`src/rtl/keypad_calc_core.sv`:
```
// keypad_calc_core: hex-entry chained integer calculator fed by keypad tokens over valid/ready
module keypad_calc_core #(
  parameter int WIDTH = 8
) (
  input  logic             clk,
  input  logic             rst,
  input  logic [4:0]       i_data,
  input  logic             i_valid,
  output logic             o_ready,
  output logic [WIDTH-1:0] o_display,
  output logic             o_error,
  output logic             o_busy
);
  localparam int CW = $clog2(WIDTH);
  localparam logic [CW-1:0] LAST = CW'(WIDTH - 1);
  localparam logic [1:0] S_A = 2'd0, S_B = 2'd1, S_DIV = 2'd2, S_ERR = 2'd3;
  logic [1:0]       state;
  logic [WIDTH-1:0] acc, a_reg, rem, quo;
  logic [2:0]       op_reg, pend_op;
  logic             pend_eq, fresh;
  logic [CW-1:0]    cnt;
  logic             fire, is_dig, is_ac, is_eq, is_op, eval, done, apply, ge, a_eq;
  logic [2:0]       a_op;
  logic [WIDTH-1:0] shifted, arith, rem_n, quo_n, res;
  logic [WIDTH:0]   r2, diff;
  assign o_ready = state != S_DIV;
  assign o_busy  = state == S_DIV;
  assign fire    = i_valid && o_ready;
  assign is_dig  = !i_data[4];
  assign is_ac   = i_data == 5'b10000;
  assign is_eq   = i_data == 5'b10101;
  assign is_op   = i_data[4:3] == 2'b10 && i_data[2:0] != 3'd0 && i_data[2:0] <= 3'd4;
  assign shifted = fresh ? {{(WIDTH-4){1'b0}}, i_data[3:0]} : {acc[WIDTH-5:0], i_data[3:0]};
  assign arith   = op_reg == 3'd1 ? a_reg + acc : op_reg == 3'd2 ? a_reg - acc : a_reg * acc;
  assign r2      = {rem, quo[WIDTH-1]};
  assign diff    = r2 - {1'b0, acc};
  assign ge      = r2 >= {1'b0, acc};
  assign rem_n   = ge ? diff[WIDTH-1:0] : r2[WIDTH-1:0];
  assign quo_n   = {quo[WIDTH-2:0], ge};
  assign eval    = fire && state == S_B && (is_eq || is_op);
  assign done    = state == S_DIV && cnt == LAST;
  assign apply   = (eval && op_reg != 3'd4) || done;
  assign res     = done ? quo_n : arith;
  assign a_eq    = done ? pend_eq : is_eq;
  assign a_op    = done ? pend_op : i_data[2:0];
  always_ff @(posedge clk)
    if (rst || (fire && is_ac)) begin
      state     <= S_A;
      acc       <= '0;
      a_reg     <= '0;
      op_reg    <= 3'd1;
      fresh     <= 1'b0;
      o_display <= '0;
      o_error   <= 1'b0;
      rem       <= '0;
      quo       <= '0;
      cnt       <= '0;
      pend_eq   <= 1'b0;
      pend_op   <= 3'd1;
    end else if (apply) begin
      o_display <= res;
      state     <= a_eq ? S_A : S_B;
      acc       <= a_eq ? res : '0;
      fresh     <= a_eq;
      if (!a_eq) begin
        a_reg  <= res;
        op_reg <= a_op;
      end
    end else if (state == S_DIV) begin
      rem <= rem_n;
      quo <= quo_n;
      cnt <= cnt + 1'b1;
    end else if (fire && is_dig && state != S_ERR) begin
      acc       <= shifted;
      fresh     <= 1'b0;
      o_display <= shifted;
    end else if (fire && is_op && state == S_A) begin
      a_reg     <= acc;
      op_reg    <= i_data[2:0];
      acc       <= '0;
      fresh     <= 1'b0;
      o_display <= acc;
      state     <= S_B;
    end else if (eval) begin
      if (acc == '0) begin
        state     <= S_ERR;
        o_error   <= 1'b1;
        o_display <= '0;
      end else begin
        state   <= S_DIV;
        rem     <= '0;
        quo     <= a_reg;
        cnt     <= '0;
        pend_eq <= is_eq;
        pend_op <= i_data[2:0];
      end
    end
endmodule

```
`config.mk`:
```
export PLATFORM = sky130hd
export DESIGN_NAME = keypad_calc_core
export DESIGN_NICKNAME = d
export VERILOG_FILES = /design/src/rtl/keypad_calc_core.sv
export SDC_FILE = /design/constraint.sdc
export NUM_CORES = 1
export LEC_CHECK = 0
export ABC_AREA = 1
export ABC_CLOCK_PERIOD_IN_PS = 5400
export BUFFER_PORTS_ARGS = -buffer_cell sky130_fd_sc_hd__buf_2
export CORE_MARGIN = 5
export CORE_UTILIZATION = 30
export DETAILED_ROUTE_END_ITERATION = 6
export PLACE_DENSITY_LB_ADDON = 0.05
export RECOVER_POWER = 50
export SYNTH_ARGS = -nofsm -noshare
export SYNTH_HDL_FRONTEND = slang
export SYNTH_SLANG_ARGS = --single-unit
export TNS_END_PERCENT = 20
```
`constraint.sdc`:
```
create_clock -name clk -period 5.4 [get_ports clk]
set_clock_uncertainty 0.1 [all_clocks]
set_input_delay 0.27 -clock clk [delete_from_list [all_inputs] [get_ports clk]]
set_output_delay 0.27 -clock clk [all_outputs]
set_load 0.02 [all_outputs]
```
[Yosys cells after proc, flatten, opt, wreduce, memory -nomap -nowiden]
Index checks and enable logic that the tools add are counted.
Word-level totals
  output and inout port bits: 11
  input bits: 8
  register bits after elaboration: 54
  word-level logic and storage cells: 127
Cells by class
  bitwise gates (word level): 5
  equal/unequal tests: 17
  muxes and demuxes: 54
  multipliers: 1
  reductions and logical operators: 32
  add/subtract/negate cells: 4
  order comparisons: 2
Operators by type and width (number)
  two-way mux 8 bit: 31
  two-way mux 3 bit: 11
  subtractor 8 bit: 2
  inequality test 2 bit, second input constant: 7
  logical AND 1 bit: 12
  AND reduction 6 bit: 2
  equality test 5 bit, second input constant: 2
  two-way mux 2 bit: 5
  >= comparator 9 x 8 -> 1 bit: 1
  nonzero test 3 bit: 3
  adder 8 bit: 1
  zero test 8 bit: 1
  multiplier 8 x 8 -> 8 bit: 1
  nonzero test 4 bit: 2
  two-way mux 1 bit: 7
  AND reduction 3 bit: 2
  inverter 1 bit: 5
  AND reduction 5 bit: 1
  equality test 2 bit, second input constant: 2
  AND reduction 4 bit: 1
  nonzero test 2 bit: 2
  adder 3 x 1 -> 3 bit, second input constant: 1
  equality test 3 x 1 -> 1 bit, second input constant: 1
  equality test 3 x 2 -> 1 bit, second input constant: 1
  9 further kinds: 11

[Longest topological paths before layout]
Gate-level depths: netlist (run 1).
  word-level depth: 10
  depth in mapped cells: 26
  gate-level depth less buffers: 25

[Least setup slack after synthesis (run 1)]
Ideal clock, no wire load.
  path kind: register to register
  from: register a_reg[1]
  to: register a_reg[7]
  clock period less this slack: 4190 ps
  slack: 1210 ps
  setup time: 70 ps
  required time: 5230 ps
  data arrival time: 4020 ps
  path buffers: 1
  cell stages (with the launch flop): 24
  cell sequence: dfxtp_1 > clkbuf_1 > nand2_1 > fa_1 > fa_1 > inv_1 > fa_1 > inv_1 > fa_1 > inv_1 > ha_1 > a21oi_1 > nand2_1 > nand2_1 > nand2_1 > inv_1 > nand3_1 > nand3_1 > nand3_1 > nand2_1 > nand2_1 > nand2_1 > nand3_1 > a21oi_1
On the way
  word-level cells in the longest chain between the ends: 6
  elaborated cells between the ends (all ways): 8
  those cells by class: add/sub (2); mul (1); mux (5)
RTL lines
  from (decl): RTL line 18  | logic [WIDTH-1:0] acc, a_reg, rem, quo;
  from (signal assigned): RTL line 66  | a_reg <= res;
  multiplier 8 x 8 -> 8 bit or subtractor 8 bit (tied branches): RTL line 34  | assign arith = op_reg == 3'd1 ? a_reg + acc : op_reg == 3'd2 ? a_reg - acc : a_reg * acc;
  two-way mux 8 bit: RTL line 34
  two-way mux 8 bit (*): RTL line 34
  two-way mux 8 bit (*): RTL line 43  | assign res = done ? quo_n : arith;
  two-way mux 8 bit (*): RTL line 65  | if (!a_eq) begin
  two-way mux 8 bit (*): RTL line 60  | end else if (apply) begin
Mark *: on every way between the ends. The rest lies on a longest branch, timed or not. The select of a mux whose other input is x is not followed.
A chain may end at the register's enable or synchronous reset.

[Final worst setup path (run 1)]
  from: register state[1]
  to: register o_display[3]
On the way
  word-level cells in the longest chain between the ends: 8
  elaborated cells between the ends (all ways): 26
  those cells by class: eq/ne (5); mux (5); reduce/logical (16)
RTL lines
  from (decl): RTL line 17  | logic [1:0] state;
  from (signal assigned): RTL line 62  | state <= a_eq ? S_A : S_B;
  inequality test 2 bit: RTL line 26  | assign o_ready = state != S_DIV;
  logical AND 1 bit: RTL line 28  | assign fire = i_valid && o_ready;
  logical AND 1 bit, on equally long branches (2 in series): RTL line 77, 40
  two-way mux 8 bit or logical AND 1 bit (tied branches): RTL line 77, 42
  two-way mux 8 bit or logical OR 1 bit (tied branches): RTL line 73, 42
  two-way mux 8 bit, or another cell as far along: RTL line 69  | end else if (state == S_DIV) begin
  two-way mux 8 bit or AND reduction 3 bit (tied branches)
  to (signal assigned): RTL line 61  | o_display <= res;
  to (signal assigned): RTL line 76  | o_display <= shifted;
  to (decl): RTL line 10  | output logic [WIDTH-1:0] o_display,
Several ways; a longest one is shown, not always the timed one. The select of a mux whose other input is x is not followed.

==> summary.md, run 1 <==
| Metric | Value |
|---|---|
| Outcome | completed |
| Final Hold Fails | 0 |
| RD Place Congestion | 0.8659 |
| Post-synthesis cell count | 724 |
| Synthesized area | 4757 um2 |
| Cells along the critical path | inv_1 -> nor2_1 -> nand2_1 -> inv_1 -> o21ai_4 -> nand2_1 -> inv_4 -> nand3_1 -> nand2_2 -> nor3_1 -> nor2_1 |
| VDD IR max | 0.1253 mV |
| Hold buffers post-CTS | 0 |
| Post-route DRC | 0 |
| Critical-path maximum fanout | 21 |
| Initial Util | 30.28% |
| Worst-Margin Slew | 1437 ps |
| Endpoints failing setup | 0 |
| Post-CTS sizing | 0 |
| Via density | 4.905 |
| Unrepaired setup endpoints after global routing | false |
| Register bit total from synthesis | 54 |
| NetSw | 0.0003370 W |
| Fin crit period | 4668 ps |
| Clock-pin slew on the worst setup and hold paths | 70 ps |
| Core Box Area | 15,710 um2 |
| I/O Pins | 19 |
| Fin cells | 949 |
| Count of port buffers added during placement | 18 |
| CTS Sinks | 54 |
| Clock Latency Late Sink | 300 ps |
| Area Growth Syn to Fin | 8.338% |
| Leak | 2.565 nW |
| Max Cap Viol | 0 |
| Fillers | 1,749 |
| Distinct cell type count after synthesis | 42 |
| Fin util | 32.80% |
| Number of global-route vias before repair | 4,641 |
| Post-CTS setup buffers | 0 |
| Pins Over Slew Limit | 0 |
| First-pass GRT wire length | 24,920 um |
| Switching Share | 32.04% |
| YS warnings | 0 |
| Root Driver | clkbuf_16 |
| Worst path slowest cell | nor2_1 |
| Logic gate share of total power | 23.3% |
| Worst Hold Class | in2reg |
| Total power | 0.001052 W |
| Total die area | 18,480 um2 |
| Pin count of the biggest net entering global routing | 33 |
| Worst rel slew slack | 3.835% |
| Placed Instances | 941 |
| Gr ovfl total | 0 |
| TritonCTS Buffers | 5 |
| Commonest cells after routing, fill and taps aside | nand2_1, inv_1, a21oi_1, dfxtp_1, o21ai_0 |
| Wire per inst | 16.32 um |
| WP data required | 5470 ps |
| CTS max path bufs | 2 |
| Sequential share of the synthesized area | 22.72% |
| Max Freq | 214.2 MHz |
| N_diodes | 0 |
| Critical path's largest stage delay | 1060 ps |
| CTS tree | yes |
| Number of DRC markers in iteration 0 | 333 |
| Share of cells above drive strength 1 | 6.003% |
| Crit path arrival time | 4740 ps |
| Post-detail-place hpwl | 12,150 um |
| Die height | 135.9 um |
| Crit share post-route | 86.45% |
| Layout Nets | 795 |
| CP Capture Type | flip-flop |
| Syn_area_per_cell | 6.571 um2 |
| Gr usage total | 17.32% |
| Placement row count | 46 |
| Initial antenna violation count | 0 |
| Post-Route WL | 15,490 um |
| Vias post-DR | 4,655 |
| Most common cell after layout, fill and taps aside | nand2_1 |
| Die Wd | 135.9 um |
| Pwr/cell area | 204.1 nW/um2 |
| Critical path class | reg2reg |
| Seq pwr share | 41.6% |
| Hold slack | 206.7 ps |
| Antenna Violating Nets Remaining | 0 |
| Syn_nets | 787 |
| Clock power frac | 35.1% |
| H-tree depth | 2 |
| TritonRoute pass-1 iters | 5 |
| Startpoint types | flip-flop |
| Final TNS setup | 0 ps |
| Pint | 0.0007148 W |
## per-layer routing
metal  part of all wire, %  vias up  track usage, %
li1                      -     2351               -
met1                    46     2166           22.38
met2                    47      100           29.73
met3                   3.0       38           1.665
met4                   3.6        0           6.887
met5                     0        -               0
## Yosys cell counts (all sizes together)
cell type	instances	area (um2)
inv	129	486.7
nand2	190	730.7
xnor2	2	17.52
nand3b	4	30.03
a31oi	9	56.30
a22oi	1	7.510
o311ai	1	8.760
dfxtp	54	1081
nand3	38	195.2
a211oi	3	22.52
clkbuf	10	37.54
o21ai	55	286.5
or2	5	31.28
a21boi	1	7.510
o2111ai	3	26.28
ha	40	500.5
nand4	8	65.06
a21oi	74	374.1
clkinv	1	3.750
o21bai	2	15.01
nor3	10	60.06
o221ai	1	8.760
fa	15	300.3
xor2	8	70.07
buf	11	70.07
o211ai	10	75.07
nor2	39	188.9
## path summary, 6_finish.rpt
kind	start	slack, ps	endpoint	depth (start not counted)
max reg2reg	state[1]	730	o_display[3]	11
min reg2reg	pend_op[1]	350	pend_op[1]	2
min	i_data[2]	210	op_reg[2]	3
max	state[1]	730	o_display[3]	11
## area by class of cell
cell class,count,area (um2),share of cell area (%)
inverter,130,490.5,9.517
multi-input combinational,519,3042,59.02
clock inverter,1,30.03,0.5827
clock buffer,7,132.6,2.573
timing repair buffer,22,107.6,2.088
tap,216,270.3,5.244
sequential,54,1081,20.98
## power by group through the flow
| stage | clock (W) | combinational (W) | sequential [W] |
|---|---|---|---|
| 6_report | 0.000369 | 0.000245 | 0.000437 |
| 5_1_grt | 0.000393 | 0.000277 | 0.000441 |
| 4_1_cts | 0.000381 | 0.000251 | 0.000437 |
| 3_5_place_dp | 0 | 0.000249 | 0.000447 |
| 3_3_place_gp | 0 | 0.000250 | 0.000446 |
| 2_1_floorplan | 0 | 0.000176 | 0.000442 |
## critical path, delay by kind of cell (launching register included)
| family | cells | cell delay (ps) |
|---|---|---|
| flip-flops | 1 | 330 |
| AO/OA/AOI/OAI | 1 | 220 |
| AND/OR/NAND/NOR | 7 | 3120 |
| buffers and inverters | 3 | 750 |
## per-stage QoR
step | worst slack, ps | instance area, um2
finish | 731.6 | 5154
global route | 334.2 | 5154
CTS | 851.8 | 5209
detailed placement | 869.2 | 5046
global placement | 960.7 | 5046
floorplan | 1210 | 4757
## kinds of logic after synthesis
family | share of synthesized area [%]
AND/OR/NAND/NOR | 27.35
AO/OA/AOI/OAI | 18.67
buffers and inverters | 12.57
adder cells (fa/ha/maj) | 16.83
flip-flops | 22.72
XOR/XNOR | 1.841
No activity file was read; power rests on OpenSTA's default activity.
==> run 2, diff against run 1 <==
--- a/config.mk
+++ b/config.mk
@@ -6,13 +6,14 @@
 export NUM_CORES = 1
 export LEC_CHECK = 0
 export ABC_AREA = 1
-export ABC_CLOCK_PERIOD_IN_PS = 5400
+export ABC_CLOCK_PERIOD_IN_PS = 4000
 export BUFFER_PORTS_ARGS = -buffer_cell sky130_fd_sc_hd__buf_2
 export CORE_MARGIN = 5
 export CORE_UTILIZATION = 30
 export DETAILED_ROUTE_END_ITERATION = 6
 export PLACE_DENSITY_LB_ADDON = 0.05
 export RECOVER_POWER = 50
+export SLEW_MARGIN = 20
 export SYNTH_ARGS = -nofsm -noshare
 export SYNTH_HDL_FRONTEND = slang
 export SYNTH_SLANG_ARGS = --single-unit
==> constraint.sdc (replaced) <==
create_clock -name clk -period 4 [get_ports clk]
set_clock_uncertainty 0.1 [all_clocks]
set_input_delay 0.2 -clock clk [delete_from_list [all_inputs] [get_ports clk]]
set_output_delay 0.2 -clock clk [all_outputs]
set_load 0.02 [all_outputs]
==> summary.md, run 2 (synthesis results as in run 1) <==
| Metric | Value |
|---|---|
| Sequential Area | 1092 um2 (+1.0%) |
| Detail Route met3 WL | 631 um (+34%) |
| Gr ovfl total | 0 (unchanged) |
| N_diodes | 0 (unchanged) |
| Die Wd | 135.9 um (unchanged) |
| Initial antenna violation count | 0 (unchanged) |
| Total power | 0.001535 W (+46%) |
| Endpoints failing setup | 0 (unchanged) |
| CTS tree | yes |
| CTS Sinks | 54 (unchanged) |
| TritonCTS Buffers | 5 (unchanged) |
| Pins Over Slew Limit | 0 (unchanged) |
| First-pass GRT wire length | 26,160 um (+5.0%) |
| Highest Signal Layer | met4 |
| Placed Instances | 974 (+3.5%) |
| Fin crit period | 3960 ps (-708.9 ps) |
| Pwr/cell area | 273.7 nW/um2 (+34%) |
| Leak | 2.763 nW (+7.7%) |
| Wire per inst | 16.30 um (-0.11%) |
| Placement row count | 46 (unchanged) |
| Crit share post-route | 98.99% (+13 points) |
| TritonRoute pass-1 iters | 6 (+1) |
| Final Hold Fails | 0 (unchanged) |
| Clock Latency Late Sink | 300 ps (about the same) |
| Outcome | completed |
| Count of port buffers added during placement | 18 (unchanged) |
| Via density | 4.882 (-0.47%) |
| R2R depth | 23 (+12) |
| Critical-path maximum fanout | 3 (-86%) |
| Post-Route WL | 16,040 um (+3.6%) |
| Number of DRC markers in iteration 0 | 294 (-12%) |
| Most common cell after layout, fill and taps aside | nand2_1 |
| Worst-Margin Slew | 1232 ps (-205.6 ps) |
| Layout Nets | 830 (+4.4%) |
| Post-detail-place hpwl | 12,810 um (+5.4%) |
| Die height | 135.9 um (unchanged) |
| Worst Hold Class | in2reg |
| Fillers | 1,720 (-1.7%) |
| CP Capture Type | flip-flop |
| Worst rel slew slack | 17.59% (+14 points) |
| Multi-input logic area | 3174 um2 (+4.4%) |
| Clock-pin slew on the worst setup and hold paths | 80 ps (about the same) |
| I/O Pins | 19 (unchanged) |
| Startpoint types | flip-flop |
| Max Cap Viol | 0 (unchanged) |
| WL met2 | 7972 um (+8.8%) |
| WP data required | 4140 ps (-1330 ps) |
| Gr usage total | 18.20% (+0.87 points) |
| Post-route DRC | 0 (unchanged) |
| Core Box Area | 15,710 um2 (unchanged) |
| Unrepaired setup endpoints after global routing | true |
| Antenna Violating Nets Remaining | 0 (unchanged) |
| Number of global-route vias before repair | 4,782 (+3.0%) |
| Vias post-DR | 4,804 (+3.2%) |
| Commonest cells after routing, fill and taps aside | nand2_1, inv_1, a21oi_1, dfxtp_1, o21ai_0 |
| Share of cells above drive strength 1 | 15.63% (+9.6 points) |
| M1 WL | 7092 um (-0.71%) |
| Hold buffers post-CTS | 0 (unchanged) |
| Initial Util | 30.28% (unchanged) |
| RD Place Congestion | 0.8710 (+0.59%) |
| Pin count of the biggest net entering global routing | 33 (unchanged) |
| Hold path cells | 3 (unchanged) |
| CTS max path bufs | 2 (unchanged) |
| Crit path arrival time | 4100 ps (-640 ps) |
| Root Driver | clkbuf_16 |
| Fin cells | 984 (+3.7%) |
| Total die area | 18,480 um2 (unchanged) |
| Max Freq | 252.6 MHz (+18%) |
| Area Growth Syn to Fin | 17.89% |
| Critical path class | reg2reg |
| H-tree depth | 2 (unchanged) |
| VDD IR max | 0.1901 mV (+52%) |
==> run 2: metal layers <==
layer  GRT usage (%)  vias to the layer above
met2           32.72                      106
met1           23.18                     2258
met5               0                        -
met4           4.871                        0
met3           1.850                       18
li1                -                     2422
==> run 2: layout make-up <==
cell class | instances | share of cell area [%]
Tap cell | 216 | 4.819
Timing Repair Buffer | 57 | 6.827
Clock buffer | 6 | 2.477
Clock inverter | 2 | 1.071
Inverter | 130 | 8.724
Multi-Input combinational cell | 519 | 56.60
Sequential cell | 54 | 19.48
==> run 2: timing repair <==
| item | in CTS | in global routing |
|---|---|---|
| gates resized for setup | 21 | 19 |
| pin swaps | 9 | 19 |
| setup endpoints to repair | 9 | 9 |
| cloned | 0 | 0 |
| buffers inserted | 2 | 0 |
==> run 2: metrics by stage <==
| step | setup slack (ps) | utilization, % | setup TNS [ps] | instance area, um2 | hold WS [ps] |
|---|---|---|---|---|---|
| 3_3_place_gp | -129.0 | 33.87 | -457.1 | 5323 | 335.1 |
| 2_1_floorplan | 14.92 | - | 0 | 4783 | 260.3 |
| 6_report | 40.49 | 35.69 | 0 | 5608 | 145.5 |
| 3_5_place_dp | -173.3 | 33.87 | -581.2 | 5323 | 341.1 |
| 4_1_cts | 0.4805 | 35.68 | 0 | 5607 | 134.6 |
| 5_1_grt | -117.6 | 35.69 | -409.2 | 5608 | 167.2 |
==> run 2: power by group <==
| part | leakage [nW] | switching (W) | internal [W] | total [W] |
|---|---|---|---|---|
| Combinational | 2.22 | 0.000240 | 0.000126 | 0.000366 |
| Sequential | 0.442 | 0.0000194 | 0.000560 | 0.000580 |
| Clock | 0.0971 | 0.000213 | 0.000377 | 0.000590 |
==> run 2: worst max-delay path, stage by stage, from the launching register on <==
cell and delay (ps):
dfxtp_2 340, nand2_2 70, fa_2 380, fa_1 500, inv_2 40, fa_1 540, inv_2 40, fa_1 510
inv_2 50, ha_4 280, nand3_2 70, nand2_1 70, nand2_1 50, nand2_2 70, inv_1 50, nand3_2 70
nand2_1 50, nand2_1 60, nand3_1 70, nand2_1 80, nand2_1 60, nand2_2 100, nand3_2 100, a21oi_2 160
==> run 2: worst paths after layout <==
kind,start,slack [ps],endpoint
setup reg to reg,a_reg[1],40,o_display[7]
hold reg to reg,pend_op[1],360,pend_op[1]
hold / removal,i_data[2],150,op_reg[2]
setup / recovery,a_reg[1],40,o_display[7]
